$ cat config.mk
export PLATFORM = sky130hd
export DESIGN_NAME = golomb_bit_packer_flat
export DESIGN_NICKNAME = d
export VERILOG_FILES = /design/src/rtl/golomb_pkg.sv /design/src/rtl/golomb_bit_packer_if.sv /design/src/rtl/code_aligner.sv /design/src/rtl/golomb_bit_packer.sv /design/src/flat_wrapper.sv
export SDC_FILE = /design/constraint.sdc
export NUM_CORES = 1
export LEC_CHECK = 0
export BUFFER_PORTS_ARGS = -buffer_cell sky130_fd_sc_hd__buf_2
export CORE_UTILIZATION = 44
export CTS_CLUSTER_SIZE = 24
export DETAILED_ROUTE_END_ITERATION = 10
export PLACE_DENSITY_LB_ADDON = 0.08
export SETUP_SLACK_MARGIN = 0.5
export SYNTH_ARGS = -nofsm -noshare
export SYNTH_HDL_FRONTEND = slang
export SYNTH_SLANG_ARGS = --single-unit
$ cat constraint.sdc
create_clock -name clk -period 4.2 [get_ports clk]
set_input_delay 0.21 -clock clk [delete_from_list [all_inputs] [get_ports clk]]
set_output_delay 0.21 -clock clk [all_outputs]
set_load 0.01 [all_outputs]
$ cat src/rtl/golomb_pkg.sv
// Shared types and sizing helpers for the Golomb bit packer.
package golomb_pkg;

    typedef enum logic [0:0] {StFill, StFlush} state_e;

    function automatic int unsigned buffer_width(input int unsigned output_width,
                                                 input int unsigned code_width);
        return output_width + code_width - 1;
    endfunction

    // Counter must represent 0..buffer_width inclusive.
    function automatic int unsigned cnt_width(input int unsigned buf_width);
        return $clog2(buf_width + 1);
    endfunction

endpackage

$ cat src/rtl/golomb_bit_packer_if.sv
// Codeword input stream plus packed-word output stream of the Golomb bit packer.
interface golomb_bit_packer_if #(
    parameter int unsigned CODE_WIDTH        = 39,
    parameter int unsigned CODE_LENGTH_WIDTH = 6,
    parameter int unsigned OUTPUT_WIDTH      = 32
);
    logic [CODE_WIDTH-1:0]        input_code;
    logic [CODE_LENGTH_WIDTH-1:0] input_length;
    logic                         input_ends_input;
    logic                         input_valid;
    logic                         input_ready;
    logic [OUTPUT_WIDTH-1:0]      output_data;
    logic                         output_last;
    logic                         output_valid;
    logic                         output_ready;

    modport master (
        output input_code, input_length, input_ends_input, input_valid, output_ready,
        input  input_ready, output_data, output_last, output_valid
    );

    modport slave (
        input  input_code, input_length, input_ends_input, input_valid, output_ready,
        output input_ready, output_data, output_last, output_valid
    );
endinterface

$ cat src/rtl/code_aligner.sv
// Clamps and masks a right-aligned codeword, then places it just below the
// cnt bits already held in the MSB-aligned buffer.
module code_aligner #(
    parameter int unsigned CODE_WIDTH        = 39,
    parameter int unsigned CODE_LENGTH_WIDTH = 6,
    parameter int unsigned BUFFER_WIDTH      = 70,
    parameter int unsigned CNT_WIDTH         = 7
) (
    input  logic [CODE_WIDTH-1:0]        code,
    input  logic [CODE_LENGTH_WIDTH-1:0] length,
    input  logic [CNT_WIDTH-1:0]         cnt,
    output logic [CNT_WIDTH-1:0]         length_clamped,
    output logic [BUFFER_WIDTH-1:0]      aligned
);
    logic [CODE_WIDTH-1:0] masked;
    logic [CNT_WIDTH-1:0]  shamt;

    always_comb begin
        if (int'(length) > int'(CODE_WIDTH)) begin
            length_clamped = CNT_WIDTH'(CODE_WIDTH);
        end else begin
            length_clamped = CNT_WIDTH'(length);
        end
        masked = '0;
        for (int i = 0; i < int'(CODE_WIDTH); i++) begin
            masked[i] = code[i] & (i < int'(length_clamped));
        end
        // Only meaningful while cnt < OUTPUT_WIDTH, which keeps this non-negative.
        shamt   = CNT_WIDTH'(BUFFER_WIDTH) - cnt - length_clamped;
        aligned = {{(BUFFER_WIDTH - CODE_WIDTH){1'b0}}, masked} << shamt;
    end
endmodule

$ cat src/rtl/golomb_bit_packer.sv
// Packs variable-length codewords into MSB-first fixed-width words, flushing a
// zero-padded final word tagged last at end of segment.
module golomb_bit_packer
    import golomb_pkg::*;
#(
    parameter int unsigned CODE_WIDTH        = 39,
    parameter int unsigned CODE_LENGTH_WIDTH = 6,
    parameter int unsigned OUTPUT_WIDTH      = 32
) (
    input logic               clk,
    input logic               rst,
    golomb_bit_packer_if.slave bus
);
    localparam int unsigned BUFFER_WIDTH = buffer_width(OUTPUT_WIDTH, CODE_WIDTH);
    localparam int unsigned CNT_WIDTH    = cnt_width(BUFFER_WIDTH);
    localparam logic [CNT_WIDTH-1:0] OutCnt = CNT_WIDTH'(OUTPUT_WIDTH);

    state_e                  state_q, state_d;
    logic [CNT_WIDTH-1:0]    cnt_q, cnt_d;
    logic [BUFFER_WIDTH-1:0] buf_q, buf_d;

    logic [CNT_WIDTH-1:0]    len_clamped;
    logic [BUFFER_WIDTH-1:0] aligned;
    logic                    in_ready, out_valid, out_last, in_fire, out_fire;

    code_aligner #(
        .CODE_WIDTH       (CODE_WIDTH),
        .CODE_LENGTH_WIDTH(CODE_LENGTH_WIDTH),
        .BUFFER_WIDTH     (BUFFER_WIDTH),
        .CNT_WIDTH        (CNT_WIDTH)
    ) u_code_aligner (
        .code          (bus.input_code),
        .length        (bus.input_length),
        .cnt           (cnt_q),
        .length_clamped(len_clamped),
        .aligned       (aligned)
    );

    always_comb begin
        state_d   = state_q;
        cnt_d     = cnt_q;
        buf_d     = buf_q;
        in_ready  = 1'b0;
        out_valid = 1'b0;
        out_last  = 1'b0;

        unique case (state_q)
            StFill: begin
                in_ready  = rst && (cnt_q < OutCnt);
                out_valid = (cnt_q >= OutCnt);
            end
            StFlush: begin
                out_valid = 1'b1;
                out_last  = (cnt_q <= OutCnt);
            end
            default: ;
        endcase

        in_fire  = in_ready && bus.input_valid;
        out_fire = out_valid && bus.output_ready;

        if (in_fire) begin
            buf_d = buf_q | aligned;
            cnt_d = cnt_q + len_clamped;
            if (bus.input_ends_input) begin
                state_d = StFlush;
            end
        end else if (out_fire) begin
            if (out_last) begin
                buf_d   = '0;
                cnt_d   = '0;
                state_d = StFill;
            end else begin
                buf_d = buf_q << OUTPUT_WIDTH;
                cnt_d = cnt_q - OutCnt;
            end
        end
    end

    always_ff @(posedge clk or negedge rst) begin
        if (!rst) begin
            state_q <= StFill;
            cnt_q   <= '0;
            buf_q   <= '0;
        end else begin
            state_q <= state_d;
            cnt_q   <= cnt_d;
            buf_q   <= buf_d;
        end
    end

    assign bus.input_ready  = in_ready;
    assign bus.output_valid = out_valid;
    assign bus.output_last  = out_last;
    assign bus.output_data  = buf_q[BUFFER_WIDTH-1 -: OUTPUT_WIDTH];
endmodule

$ cat src/flat_wrapper.sv
// flat-port wrapper written by rule: the top's interface ports become plain ports
module golomb_bit_packer_flat import golomb_pkg::*;
#(
    parameter int unsigned CODE_WIDTH        = 39,
    parameter int unsigned CODE_LENGTH_WIDTH = 6,
    parameter int unsigned OUTPUT_WIDTH      = 32
)
  (clk, rst, bus_input_code, bus_input_length, bus_input_ends_input, bus_input_valid, bus_output_ready, bus_input_ready, bus_output_data, bus_output_last, bus_output_valid);
  golomb_bit_packer_if #(.CODE_WIDTH(CODE_WIDTH), .CODE_LENGTH_WIDTH(CODE_LENGTH_WIDTH), .OUTPUT_WIDTH(OUTPUT_WIDTH)) bus_i ();
  input logic clk;
  input logic rst;
  input wire logic [$bits(bus_i.input_code)-1:0] bus_input_code;
  input wire logic [$bits(bus_i.input_length)-1:0] bus_input_length;
  input wire logic [$bits(bus_i.input_ends_input)-1:0] bus_input_ends_input;
  input wire logic [$bits(bus_i.input_valid)-1:0] bus_input_valid;
  input wire logic [$bits(bus_i.output_ready)-1:0] bus_output_ready;
  output wire logic [$bits(bus_i.input_ready)-1:0] bus_input_ready;
  output wire logic [$bits(bus_i.output_data)-1:0] bus_output_data;
  output wire logic [$bits(bus_i.output_last)-1:0] bus_output_last;
  output wire logic [$bits(bus_i.output_valid)-1:0] bus_output_valid;
  assign bus_i.input_code = bus_input_code;
  assign bus_i.input_length = bus_input_length;
  assign bus_i.input_ends_input = bus_input_ends_input;
  assign bus_i.input_valid = bus_input_valid;
  assign bus_i.output_ready = bus_output_ready;
  assign bus_input_ready = bus_i.input_ready;
  assign bus_output_data = bus_i.output_data;
  assign bus_output_last = bus_i.output_last;
  assign bus_output_valid = bus_i.output_valid;
  golomb_bit_packer #(.CODE_WIDTH(CODE_WIDTH), .CODE_LENGTH_WIDTH(CODE_LENGTH_WIDTH), .OUTPUT_WIDTH(OUTPUT_WIDTH)) u_core (.clk(clk), .rst(rst), .bus(bus_i));
endmodule
# [Yosys cells after proc, flatten, opt, wreduce, memory -nomap -nowiden]
# Index checks and enable logic that the tools add are counted.
[word_totals] register_bits=78 in_bits=50 out_inout_bits=35 wordCells=113
[op_classes] n_addsub=4 n_lt_le_gt_ge=43 n_eq_ne=1 n_shift=1 mux=14 n_bitwise=41 reduce_logical=6
[op_table] operator="$mux W70" n=3
[op_table] operator="$lt A5 B7 Y1 const A" n=16
[op_table] operator="$or A70 B70 Y70" n=1
[op_table] operator="$shl A39 B7 Y70" n=1
[op_table] operator="$lt A4 B7 Y1 const A" n=8
[op_table] operator="$lt A6 B7 Y1 const A" n=7
[op_table] operator="$and A1 B1 Y1" n=39
[op_table] operator="$lt A3 B7 Y1 const A" n=4
[op_table] operator="$mux W7" n=3
[op_table] operator="$lt A1 B7 Y1 const A" n=2
[op_table] operator="$lt A2 B7 Y1 const A" n=2
[op_table] operator="$add A7 B6 Y7" n=1
[op_table] operator="$ge A7 B6 Y1 const B" n=1
[op_table] operator="$le A7 B6 Y1 const B" n=1
[op_table] operator="$lt A7 B6 Y1 const B" n=1
[op_table] operator="$sub A7 B6 Y7 const B" n=1
[op_table] operator="$sub A7 B7 Y7" n=1
[op_table] operator="$sub A7 B7 Y7 const A" n=1
[op_table] operator="$gt A6 B6 Y1 const B" n=1
[op_table] operator="$mux W1" n=6
[op_table] operator="$mux W6" n=1
[op_table] operator="$reduce_bool A2 Y1" n=2
[op_table] operator="$logic_and A1 B1 Y1" n=3
[op_table] operator="$reduce_and A3 Y1" n=1
[op_table] operator="other kinds (3)" n=3

# [Longest topological paths before layout]
[logic_depth] ltp_word=7 depth_mapped=17 ltp_nobuf=13

# [Hierarchy]
# A second synthesis with hierarchy kept.
[hier_totals] cells_unflattened=1080 area_unflattened_um2=8587.0
[by_module_without_submodules] mod="code_aligner" n_inst=1 cells_each=773 area_each_um2=4981.0 seq_area_each_um2=0.0
[by_module_without_submodules] mod="golomb_bit_packer" n_inst=1 cells_each=307 area_each_um2=3606.0 seq_area_each_um2=1951.9

# [Worst setup path after synthesis]
# OpenSTA, ideal clock, no wires.
[synth_timing] path_kind="input port to flip-flop" from="input port bus_input_length[4]" to="register u_core.buf_q[33]" setup_time_ns=0.078 t_arrival_ns=3.762 t_required_ns=4.122 path_slack_ns=0.361 path_stages=14 path_buffers=4 path_cell_list="buf_2 > buf_4 > o21ai_2 > nand2b_1 > ha_1 > inv_1 > fa_1 > clkbuf_1 > buf_1 > nor2_1 > a221oi_1 > nor2_1 > or4_1 > a21oi_1"
[synth_via] elab_chain_len=7 word_cells_on_any_way=84 classes_between="1 x add/sub; 40 x order compare; 1 x shift; 2 x mux; 40 x bitwise"
[synth_rtl] item="start, declared" line="flat_wrapper.sv:13" text="input wire logic [$bits(bus_i.input_length)-1:0] bus_input_length;"
[synth_rtl] item="$gt A6 B6 Y1" line="code_aligner.sv:19" text="if (int'(length) > int'(CODE_WIDTH)) begin"
[synth_rtl] item="$mux W6 (*)" line="code_aligner.sv:19"
[synth_rtl] item="$lt A1 B7 Y1 (tied with other cells)" line="code_aligner.sv:26" text="masked[i] = code[i] & (i < int'(length_clamped));"
[synth_rtl] item="$and A1 B1 Y1" line="code_aligner.sv:26"
[synth_rtl] item="$shl A39 B7 Y70 (*)" line="code_aligner.sv:30" text="aligned = {{(BUFFER_WIDTH - CODE_WIDTH){1'b0}}, masked} << shamt;"
[synth_rtl] item="$or A70 B70 Y70 (*)" line="golomb_bit_packer.sv:63" text="buf_d = buf_q | aligned;"
[synth_rtl] item="$mux W70 (*)" line="golomb_bit_packer.sv:62" text="if (in_fire) begin"
[synth_rtl] item="end signal, assigned" line="golomb_bit_packer.sv:88" text="buf_q <= buf_d;"
[synth_rtl] item="end, declared" line="golomb_bit_packer.sv:20" text="logic [BUFFER_WIDTH-1:0] buf_q, buf_d;"
# Mark *: on every way between the ends. The rest lies on a longest branch, timed or not.
# A chain may end at the register's enable or synchronous reset.

# [Worst setup path after layout]
[layout_timing] from="register u_core.cnt_q[1]" to="register u_core.buf_q[48]"
[layout_via] elab_chain_len=5 word_cells_on_any_way=17 classes_between="2 x add/sub; 3 x order compare; 1 x shift; 6 x mux; 1 x bitwise; 4 x reduce/logical"
[layout_rtl] item="start, declared" line="golomb_bit_packer.sv:19" text="logic [CNT_WIDTH-1:0] cnt_q, cnt_d;"
[layout_rtl] item="start signal, assigned" line="golomb_bit_packer.sv:87" text="cnt_q <= cnt_d;"
[layout_rtl] item="$sub A7 B7 Y7 (tied with other cells) (2 in series)" line="code_aligner.sv:29" text="shamt = CNT_WIDTH'(BUFFER_WIDTH) - cnt - length_clamped;"
[layout_rtl] item="$shl A39 B7 Y70 (tied with other cells)" line="code_aligner.sv:30"
[layout_rtl] item="$or A70 B70 Y70 (tied with other cells)" line="golomb_bit_packer.sv:63"
[layout_rtl] item="$mux W70 or $reduce_bool A2 Y1 (tied branches)"
# Several ways; a longest one is shown, not always the timed one. The select of a mux whose other input is x is not followed.

==> results.py <==
metrics = {
    "sta": {
        "fin_setup_tns_ns": 0,
        "timing.final.ws_setup_ns": 0.476,
        "max_freq_mhz": 269,
        "fin_crit_ns": 3.72,
        "maxSlewHeadroom": 0.241,
        "skew_ns": 0.0130,
        "tightest_slew_ns": 1.13,
        "hold_viol_final": 0,
        "period_share": 0.887,
        "setup_viol": 0,
        "drv_slew": 0,
        "rsz0062_at_grt": "yes",
    },
    "synth": {
        "syn_nets": 1152,
        "synth-edff-count": 0,
        "ys_ff_latch": 78,
        "avgSynthCellArea_um2": 7.76,
        "syn-cell-area_um2": 8420,
        "synth_cell_types": 85,
        "synth_cells": 1086,
        "ys_seq_area_frac": 0.232,
        "synthArstFlopShare": 1.00,
        "synth_ff_type": "dfrtp_1",
        "ys_warn_count": 0,
    },
    "layout": {
        "n_antenna_cell": 0,
        "fin_util": 0.533,
        "drive_gt1_frac": 0.239,
        "synthToLayoutAreaGrowth_pct": 18.3,
        "finalInstanceArea_um2": 9960,
        "final_cell_mix": "119 x nand2_1, 95 x nor2_1, 86 x buf_4",
        "mostFrequentLayoutCell": "nand2_1",
        "fin_nets": 1226,
    },
    "cts": {
        "cts_tree": "done",
        "clock_sinks": 78,
        "cts_buffers": 9,
        "clk_latency_ns": 0.36,
        "cts-root-buf": "clkbuf_16",
        "clockBufferDepth": 2,
        "cts.clk_slew.worst_paths_ns": 0.07,
        "cts_htree_levels": 3,
    },
    "drt": {
        "wl_met2_mm": 16.5,
        "met3_length_mm": 3.79,
        "drt_pass1_iterations": 6,
        "num_vias": 9918,
        "antenna_left": 0,
        "maxUsedRoutingLayer": "met4",
        "drc": 0,
        "wl_met1_mm": 15.1,
        "wl_per_cell_um": 26.5,
        "avgViaCountPerCell": 7.09,
        "drt-total-wl_mm": 37.1,
        "drtIter0Drc": 1241,
    },
    "grt": {
        "grt_start_max_net_pins": 75,
        "antenna_found_initial": 0,
        "grt_pass1_vias": 9111,
        "grt_util_all_layers": 0.372,
        "grt_overflow": 0,
        "grt_pass1_wl_mm": 55.7,
    },
    "placement": {
        "dpl_cell_area_um2": 9230,
        "place_ws_ns": 0.224,
        "port_buffers": 84,
        "dp_hpwl_mm": 27.6,
        "gp_congestion": 1.03,
    },
    "die": {
        "rows": 50,
        "die_area_um2": 19700,
        "core_um2": 18700,
        "design.portCount": 85,
        "fp.dieH_um": 140,
        "chipWidth_um": 140,
        "initial_core_util": 0.450,
    },
    "critical_path": {
        "required_ns": 4.48,
        "crit_type": "reg -> reg",
        "critPathMaxFanout": 6,
        "cp.arrival_ns": 4.00,
        "setup.worst_path.start_class": "register",
        "end_kind": "register",
    },
    "run": {
        "max-cap-violations": 0,
    },
    "status": {
        "outcome": "completed",
    },
    "worst_hold_path": {
        "hold_class": "in -> reg",
    },
}
## layer usage
layer  vias to the layer above  global-route usage
li1                       4341                   -
met1                      4753               0.504
met2                       688               0.577
met3                       136              0.0718
met4                         0               0.160
met5                         -                   0
## critical path: stages (launching register included)
cell and delay, ns:
dfrtp_1 0.37, inv_2 0.07, ha_4 0.27, ha_1 0.16
inv_1 0.06, fa_2 0.52, xnor2_4 0.42, buf_4 0.19
buf_4 0.15, nor2_1 0.12, a221oi_2 0.28, o211ai_1 0.27
buf_4 0.23, a221o_1 0.35, o21ai_0 0.14
## worst paths after layout
| path | slack, ns | startpoint | to | depth (start not counted) |
|---|---|---|---|---|
| min | 0.05 | bus_input_ends_input | u_core.state_q$_DFFE_PN0P_ | 3 |
| max reg2reg | 0.48 | u_core.cnt_q[1]$_DFFE_PN0P_ | u_core.buf_q[48]$_DFFE_PN0P_ | 14 |
| min reg2reg | 0.49 | u_core.buf_q[10]$_DFFE_PN0P_ | u_core.buf_q[10]$_DFFE_PN0P_ | 2 |
| min in group asynchronous | 0.19 | rst | u_core.cnt_q[3]$_DFFE_PN0P_ | 2 |
| max | 0.48 | u_core.cnt_q[1]$_DFFE_PN0P_ | u_core.buf_q[48]$_DFFE_PN0P_ | 14 |
| max in group asynchronous | 2.83 | rst | u_core.buf_q[27]$_DFFE_PN0P_ | 3 |
## cells by family after synthesis
kind of cell	count (synthesis)	synth area share
AOI/OAI and AO/OA	428	0.371
xor gates and xnor gates	10	0.0104
adders and majority gates	16	0.0247
buffers and inverters	143	0.0853
DFF	78	0.232
muxes	45	0.0720
and+or+nand+nor	366	0.205
## synth_stat cells, types with 11 or more instances
library cell,n,area share
nor2_1,98,0.044
nand2_1,119,0.053
o221ai_1,18,0.019
nor3_1,39,0.023
a21oi_1,75,0.045
inv_1,23,0.010
o21ai_0,56,0.033
a22o_1,14,0.015
clkbuf_1,53,0.024
nand3_1,24,0.014
a221oi_1,19,0.020
mux2i_1,28,0.033
o211ai_1,15,0.013
nor4_1,11,0.0082
a211oi_1,27,0.024
o22ai_1,32,0.024
o31ai_1,16,0.014
ha_1,15,0.022
buf_4,35,0.031
mux4_2,12,0.032
a221o_1,18,0.021
buf_2,22,0.013
dfrtp_1,78,0.23
and3_1,17,0.013
a31oi_1,16,0.012
a21o_1,13,0.012
## through the flow
step	cells	hold slack (ns)
6_report	1399	0.0505
3_5_place_dp	1363	0.0241
3_3_place_gp	1363	0.0226
5_1_grt	1399	0.0723
2_1_floorplan	1086	-0.0856
4_1_cts	1383	0.0524
## registers in the layout, summed over array words and instances (netlist names)
signal          cells
u_core.buf_q       70
u_core.state_q      1
u_core.cnt_q        7
## area by class of cell
cell class	count	area, um^2
clock buffer	9	225
timing repair buffer	180	1280
tap	234	293
fill	1797	8740
inverter	25	97.6
sequential	78	1950
clock inverter	7	62.6
multi-input combinational	866	6050
## repair_timing
action / 4_1_cts / 5_1_grt
resized for setup: 6 / 37
pin swaps: 1 / 6
cloned: 1 / 3
setup endpoints to repair: 39 / 46
setup buffers: 2 / 13
hold buffers: 1 / 0
hold endpoints to repair: 4 / 0
Power is left out: the tool's default activity adds up to more than one toggle a clock period on the data nets, which glitch-free logic cannot reach.
